--- config.mk ---
export PLATFORM = sky130hd
export DESIGN_NAME = note_player
export DESIGN_NICKNAME = d
export VERILOG_FILES = /design/src/rtl/note_player.sv
export SDC_FILE = /design/constraint.sdc
export NUM_CORES = 1
export LEC_CHECK = 0
export CORE_MARGIN = 3
export CORE_UTILIZATION = 50
export CTS_BUF_LIST = sky130_fd_sc_hd__clkbuf_8
export CTS_CLUSTER_DIAMETER = 120
export CTS_CLUSTER_SIZE = 14
export DETAILED_ROUTE_END_ITERATION = 6
export PLACE_DENSITY_LB_ADDON = 0.1
export SETUP_SLACK_MARGIN = 0.3
export SYNTH_ARGS = -nofsm -noshare
export SYNTH_HDL_FRONTEND = slang
export SYNTH_SLANG_ARGS = --single-unit
--- constraint.sdc ---
create_clock -name clk -period 10.13 [get_ports clk]
set_input_delay 2.026 -clock clk [delete_from_list [all_inputs] [get_ports clk]]
set_output_delay 2.026 -clock clk [all_outputs]
set_load 0.02 [all_outputs]
--- src/rtl/note_player.sv ---
// Song playback: walks the note RAM at beat rate, decodes each string/fret bitmap
// into a note index, and drives a square-wave sample stream for the codec.
module note_player #(
    parameter int                  ADDR_W   = 6,
    parameter int                  SAMPLE_W = 24,
    parameter logic [SAMPLE_W-1:0] AMPL     = 24'h100000
) (
    input  logic                clk,
    input  logic                resetn,
    input  logic                start,
    input  logic                stop,
    input  logic                beat,
    input  logic [ADDR_W-1:0]   last_addr,
    output logic [ADDR_W-1:0]   rd_addr,
    input  logic [31:0]         rd_data,
    output logic                playing,
    output logic                note_valid,
    output logic [4:0]          note_idx,
    input  logic                sample_req,
    output logic [SAMPLE_W-1:0] sample,
    output logic                sample_valid,
    output logic                done
);

    localparam logic [2:0] S_IDLE  = 3'd0;
    localparam logic [2:0] S_FETCH = 3'd1;
    localparam logic [2:0] S_LATCH = 3'd2;
    localparam logic [2:0] S_PLAY  = 3'd3;
    localparam logic [2:0] S_DONE  = 3'd4;

    localparam logic [SAMPLE_W-1:0] NEG_AMPL = -AMPL;

    // Half-period in clk cycles for semitone n above E2.
    function automatic logic [18:0] half_period(input logic [4:0] n);
        case (n)
            5'd0:  half_period = 19'd303370;
            5'd1:  half_period = 19'd286346;
            5'd2:  half_period = 19'd270273;
            5'd3:  half_period = 19'd255105;
            5'd4:  half_period = 19'd240787;
            5'd5:  half_period = 19'd227273;
            5'd6:  half_period = 19'd214517;
            5'd7:  half_period = 19'd202477;
            5'd8:  half_period = 19'd191113;
            5'd9:  half_period = 19'd180387;
            5'd10: half_period = 19'd170263;
            5'd11: half_period = 19'd160707;
            5'd12: half_period = 19'd151686;
            5'd13: half_period = 19'd143173;
            5'd14: half_period = 19'd135137;
            5'd15: half_period = 19'd127552;
            5'd16: half_period = 19'd120394;
            5'd17: half_period = 19'd113636;
            5'd18: half_period = 19'd107258;
            5'd19: half_period = 19'd101238;
            5'd20: half_period = 19'd95556;
            5'd21: half_period = 19'd90193;
            5'd22: half_period = 19'd85131;
            5'd23: half_period = 19'd80353;
            5'd24: half_period = 19'd75843;
            5'd25: half_period = 19'd71586;
            5'd26: half_period = 19'd67569;
            5'd27: half_period = 19'd63777;
            default: half_period = 19'd60197;
        endcase
    endfunction

    logic [2:0]          r_state;
    logic [ADDR_W-1:0]   r_addr;
    logic                r_note_valid;
    logic [4:0]          r_note_idx;
    logic [18:0]         r_half;
    logic [18:0]         r_cnt;
    logic                r_phase;
    logic [SAMPLE_W-1:0] r_sample;
    logic                r_sample_valid;

    logic                w_hit;
    logic [4:0]          w_bit;
    logic [4:0]          w_fret;
    logic [4:0]          w_string;
    logic [4:0]          w_open;
    logic [4:0]          w_semi;
    logic [18:0]         w_half;
    logic [SAMPLE_W-1:0] w_level;

    // Highest set bit wins; bit k encodes fret k/6 on string k%6.
    always_comb begin
        w_hit = |rd_data[29:0];
        w_bit = '0;
        for (int unsigned k = 0; k < 30; k++) begin
            if (rd_data[k]) w_bit = 5'(k);
        end
        w_fret   = w_bit / 5'd6;
        w_string = w_bit % 5'd6;
        case (w_string)
            5'd0:    w_open = 5'd0;
            5'd1:    w_open = 5'd5;
            5'd2:    w_open = 5'd10;
            5'd3:    w_open = 5'd15;
            5'd4:    w_open = 5'd19;
            default: w_open = 5'd24;
        endcase
        w_semi = w_open + w_fret;
        w_half = half_period(w_semi);
    end

    always_comb begin
        w_level = '0;
        if (r_note_valid) w_level = r_phase ? NEG_AMPL : AMPL;
    end

    always_ff @(posedge clk) begin
        if (!resetn) begin
            r_state        <= S_IDLE;
            r_addr         <= '0;
            r_note_valid   <= 1'b0;
            r_note_idx     <= '0;
            r_half         <= '0;
            r_cnt          <= '0;
            r_phase        <= 1'b0;
            r_sample       <= '0;
            r_sample_valid <= 1'b0;
        end else begin
            r_sample_valid <= sample_req;
            if (sample_req) r_sample <= w_level;

            // The old note keeps running through FETCH/LATCH; LATCH below overrides.
            if (r_note_valid) begin
                if (r_cnt == r_half - 19'd1) begin
                    r_cnt   <= '0;
                    r_phase <= ~r_phase;
                end else begin
                    r_cnt <= r_cnt + 19'd1;
                end
            end

            if (stop && r_state != S_IDLE) begin
                r_state      <= S_IDLE;
                r_note_valid <= 1'b0;
            end else begin
                case (r_state)
                    S_IDLE: begin
                        if (start) begin
                            r_state <= S_FETCH;
                            r_addr  <= '0;
                        end
                    end
                    S_FETCH: r_state <= S_LATCH;
                    S_LATCH: begin
                        r_cnt        <= '0;
                        r_phase      <= 1'b0;
                        r_note_valid <= w_hit;
                        if (w_hit) begin
                            r_note_idx <= w_bit;
                            r_half     <= w_half;
                        end
                        r_state <= S_PLAY;
                    end
                    S_PLAY: begin
                        if (beat) begin
                            if (r_addr == last_addr) begin
                                r_state <= S_DONE;
                            end else begin
                                r_addr  <= r_addr + 1'b1;
                                r_state <= S_FETCH;
                            end
                        end
                    end
                    S_DONE: begin
                        r_note_valid <= 1'b0;
                        r_state      <= S_IDLE;
                    end
                    default: r_state <= S_IDLE;
                endcase
            end
        end
    end

    assign rd_addr      = r_addr;
    assign playing      = (r_state != S_IDLE);
    assign done         = (r_state == S_DONE);
    assign note_valid   = r_note_valid;
    assign note_idx     = r_note_idx;
    assign sample       = r_sample;
    assign sample_valid = r_sample_valid;

endmodule
==> results.yml <==
critical_path:
  ff2ff_path_depth: 12
  worstPathRequired_ns: 10.40
  crit_fanout: 10
  worstSetupEndpointType: "flop"
  endpoint: "r_half[6]"
  worstReg2RegEnd: "r_cnt[16]"
  cp.arrival_ns: 9.40
  reg2reg_slack_ns: 6.48
  slowest_stage: "a41oi_1"
  crit_start: "rd_data[9]"
  max_stage_delay_ns: 0.48
  critPathKind: "in -> reg"
  r2r_start: "r_half[2]"
  start_kind: "primary input"
timing:
  worst_slack_ns: 1.00
  tns_ns: 0
  rsz0062_at_grt: "false"
  setup_viol: 0
  finClkSkew_ns: 0.00564
  hold_violations: 0
  relSlewSlack: 0.420
  min_period_over_period: 0.901
  clock.fmax_mhz: 110
  fin_crit_ns: 9.13
  fin_hold_ws_ns: 0.511
  worst_pin_slew_ns: 0.862
  slew_violations: 0
placed_design:
  dp_worst_setup_slack_ns: 0.645
  io_buffers: 60
  globalplace.congestion: 0.885
  hpwl_microns: 9410
power_and_ir_drop:
  intPower_mw: 0.524
  peakVddDrop_v: 0.0000856
  p_clk_frac: 0.266
  p_leak_nw: 2.08
  p_per_area_nw_per_um2: 157
  combPwrFrac: 0.450
  finalPower_mw: 0.876
  power.share.switching: 0.402
  power_frac_seq: 0.285
  p_sw_mw: 0.353
layout:
  final_nets: 748
  area_growth_syn_to_layout_pct: 16.9
  layout-drive-gt1-share: 0.0548
  num_antenna_cells: 0
  final_util: 0.603
  fill_cells: 869
routing:
  drt_wl_total_microns: 12400
  firstDrtPassIters: 5
  detail_route.wl_per_cell_microns: 15.1
  final_antenna_net_count: 0
  vias_per_cell: 5.85
  drcViolationCount: 0
  drtIter0Drc: 344
  via_count: 4812
floorplanning:
  io_pins: 83
  chipHeight_microns: 104
  rows: 35
  start_util: 0.516
  die_area_sq_um: 10700
  coreArea_sq_um: 9240
  fp.dieW_microns: 104
clocking:
  clkTransAtPathRegs_ns: 0.07
  cts_buffer_depth: 2
  clkLatencyLatePin_ns: 0.33
  numCtsBuffers: 9
  cts_tree: "yes"
  clock_sinks: 57
  cts.htree.levels: 3
  cts_root_buf: "clkbuf_8"
grt:
  grt_max_degree: 31
  antenna_found_initial: 0
  gr-total-overflow: 0
  grt_pass1_wl_microns: 21400
  grt_pass1_vias: 4619
  gr-usage-all-layers: 0.233
synth:
  synth_top_area_cell: "dfxtp_1"
  mappedNetlistArea_sq_um: 4770
  ys.warnings.count: 0
  synth-edff-count: 0
  synthCells: 644
  synth_seq_cells: 57
  seq_area_frac_synth: 0.239
  synth_flop_cell: "dfxtp_1"
  ys_types: 71
  syn_avg_cell_area_sq_um: 7.40
  ys_top_cells_by_area: "dfxtp_1 24%, xnor2_1 6.6%, nor2_1 5.7%"
  synth_top_cell_area_share: 0.239
  async_flop_share: 0
run_status:
  status: "finished clean"
worst_hold_path:
  hold_path_depth: 1
  hold_path_class: "reg -> reg"
run:
  max-cap-violations: 0
critical path: cells and delay by family:
kind                     cells  cell delay (ns)
AO/OA/AOI/OAI                9             2.50
AND/OR/NAND/NOR             10             1.95
XOR/XNOR                     2             0.54
adder cells (fa/ha/maj)      5             1.23
buffers and inverters        6             1.02
multiplexers                 1             0.15
flip-flops by register name, indices dropped and copies added (netlist names):
register      count
r_half           19
sample_valid      1
sample            2
note_idx          5
r_phase           1
r_cnt            19
rd_addr           6
r_state           3
note_valid        1
worst min-delay path by stage:
stage                startpoint     endpoint  slack [ns]
floorplan               r_phase      r_phase        0.48
global placement    note_idx[0]  note_idx[0]        0.48
detailed placement  note_idx[3]  note_idx[3]        0.49
CTS                 note_idx[3]  note_idx[3]        0.51
global route        note_idx[3]  note_idx[3]        0.53
finish              note_idx[3]  note_idx[3]        0.51
repair_timing:
item / 4_1_cts / 5_1_grt
buffers inserted: 0 / 0
resized for setup: 0 / 1
hold buffers: 0 / 0
endpoints found under the setup margin: 0 / 8
logic make-up (layout without fill, tap and decap cells):
| family | count (synthesis) | in the layout | synth area share |
|---|---|---|---|
| AND/OR/NAND/NOR | 265 | 265 | 0.276 |
| AO/OA/AOI/OAI | 160 | 160 | 0.229 |
| buffers and inverters | 75 | 105 | 0.0798 |
| XOR/XNOR | 59 | 59 | 0.108 |
| flip-flops | 57 | 57 | 0.239 |
| adder cells (fa/ha/maj) | 16 | 16 | 0.0436 |
| multiplexers | 11 | 11 | 0.0231 |
| other | 1 | 20 | 0.000787 |
power groups by stage:
| stage | sequential [mW] | combinational [mW] | clock [mW] |
|---|---|---|---|
| final | 0.249 | 0.394 | 0.233 |
| after CTS | 0.249 | 0.385 | 0.238 |
| after global placement | 0.254 | 0.378 | 0 |
| after global routing | 0.251 | 0.436 | 0.248 |
| after floorplan | 0.251 | 0.294 | 0 |
| after detailed placement | 0.254 | 0.384 | 0 |
layout by cell type, fill, tap and decap left out, types with 6 or more instances in the layout:
| cell | synthesis | routed |
|---|---|---|
| a211o_1 | 8 | 8 |
| a21oi_1 | 34 | 33 |
| a31oi_1 | 11 | 11 |
| and2_1 | 7 | 7 |
| and3_1 | 10 | 10 |
| buf_4 | 25 | 6 |
| clkbuf_8 | 0 | 9 |
| clkdlybuf4s50_1 | 0 | 60 |
| conb_1 | 1 | 20 |
| dfxtp_1 | 57 | 57 |
| ha_1 | 15 | 15 |
| inv_1 | 22 | 22 |
| mux2i_1 | 11 | 11 |
| nand2_1 | 59 | 59 |
| nand2b_1 | 7 | 7 |
| nand3_1 | 24 | 24 |
| nand4_1 | 8 | 8 |
| nor2_1 | 72 | 72 |
| nor2b_1 | 8 | 8 |
| nor3_1 | 28 | 28 |
| nor4_1 | 13 | 13 |
| o211ai_1 | 6 | 6 |
| o21ai_0 | 30 | 30 |
| or3_1 | 7 | 7 |
| xnor2_1 | 36 | 36 |
| xor2_1 | 23 | 23 |
metal layers:
layer  vias up  wire length (microns)  global-route usage
met2       195                   5540               0.371
met1      2203                   5650               0.314
li1       2384                      -                   -
met4         0                    281              0.0750
met3        30                    972              0.0523
met5         -                      0                   0
stage by stage:
step	instances	instance area (sq um)
floorplan	663	4840
CTS	822	5570
finish	822	5570
detailed placement	806	5350
global placement	806	5350
global route	822	5570
synth_stat cells (all sizes together) (3+ instances only):
| cell | number |
|---|---|
| o21a | 4 |
| xor2 | 23 |
| a221oi | 3 |
| o21ai | 33 |
| nor3 | 28 |
| a211o | 8 |
| a21boi | 5 |
| a31oi | 11 |
| nor4 | 16 |
| o221a | 3 |
| o211ai | 6 |
| inv | 23 |
| ha | 15 |
| o221ai | 5 |
| nor2 | 72 |
| nand4 | 8 |
| a211oi | 5 |
| buf | 29 |
| nor2b | 8 |
| a22oi | 5 |
| nand2 | 60 |
| mux2i | 11 |
| or3 | 7 |
| a21oi | 34 |
| a32oi | 3 |
| o22ai | 4 |
| dfxtp | 57 |
| o41ai | 3 |
| or4 | 4 |
| and3 | 10 |
| and2 | 9 |
| o31ai | 4 |
| nand2b | 7 |
| nand3 | 24 |
| xnor2 | 36 |
| clkbuf | 23 |
| a21o | 3 |
| a221o | 3 |
| or2 | 5 |
final cells by class:
cell class	instances	area [sq um]	share of cell area
Multi-Input combinational cell	531	3320	0.596
Sequential cell	57	1140	0.205
Timing Repair Buffer	66	646	0.116
Tap cell	129	161	0.0290
Clock buffer	9	124	0.0222
Clock inverter	7	93.8	0.0168
Inverter	23	86.3	0.0155
Note: power is estimated with default switching activity, not from simulation.
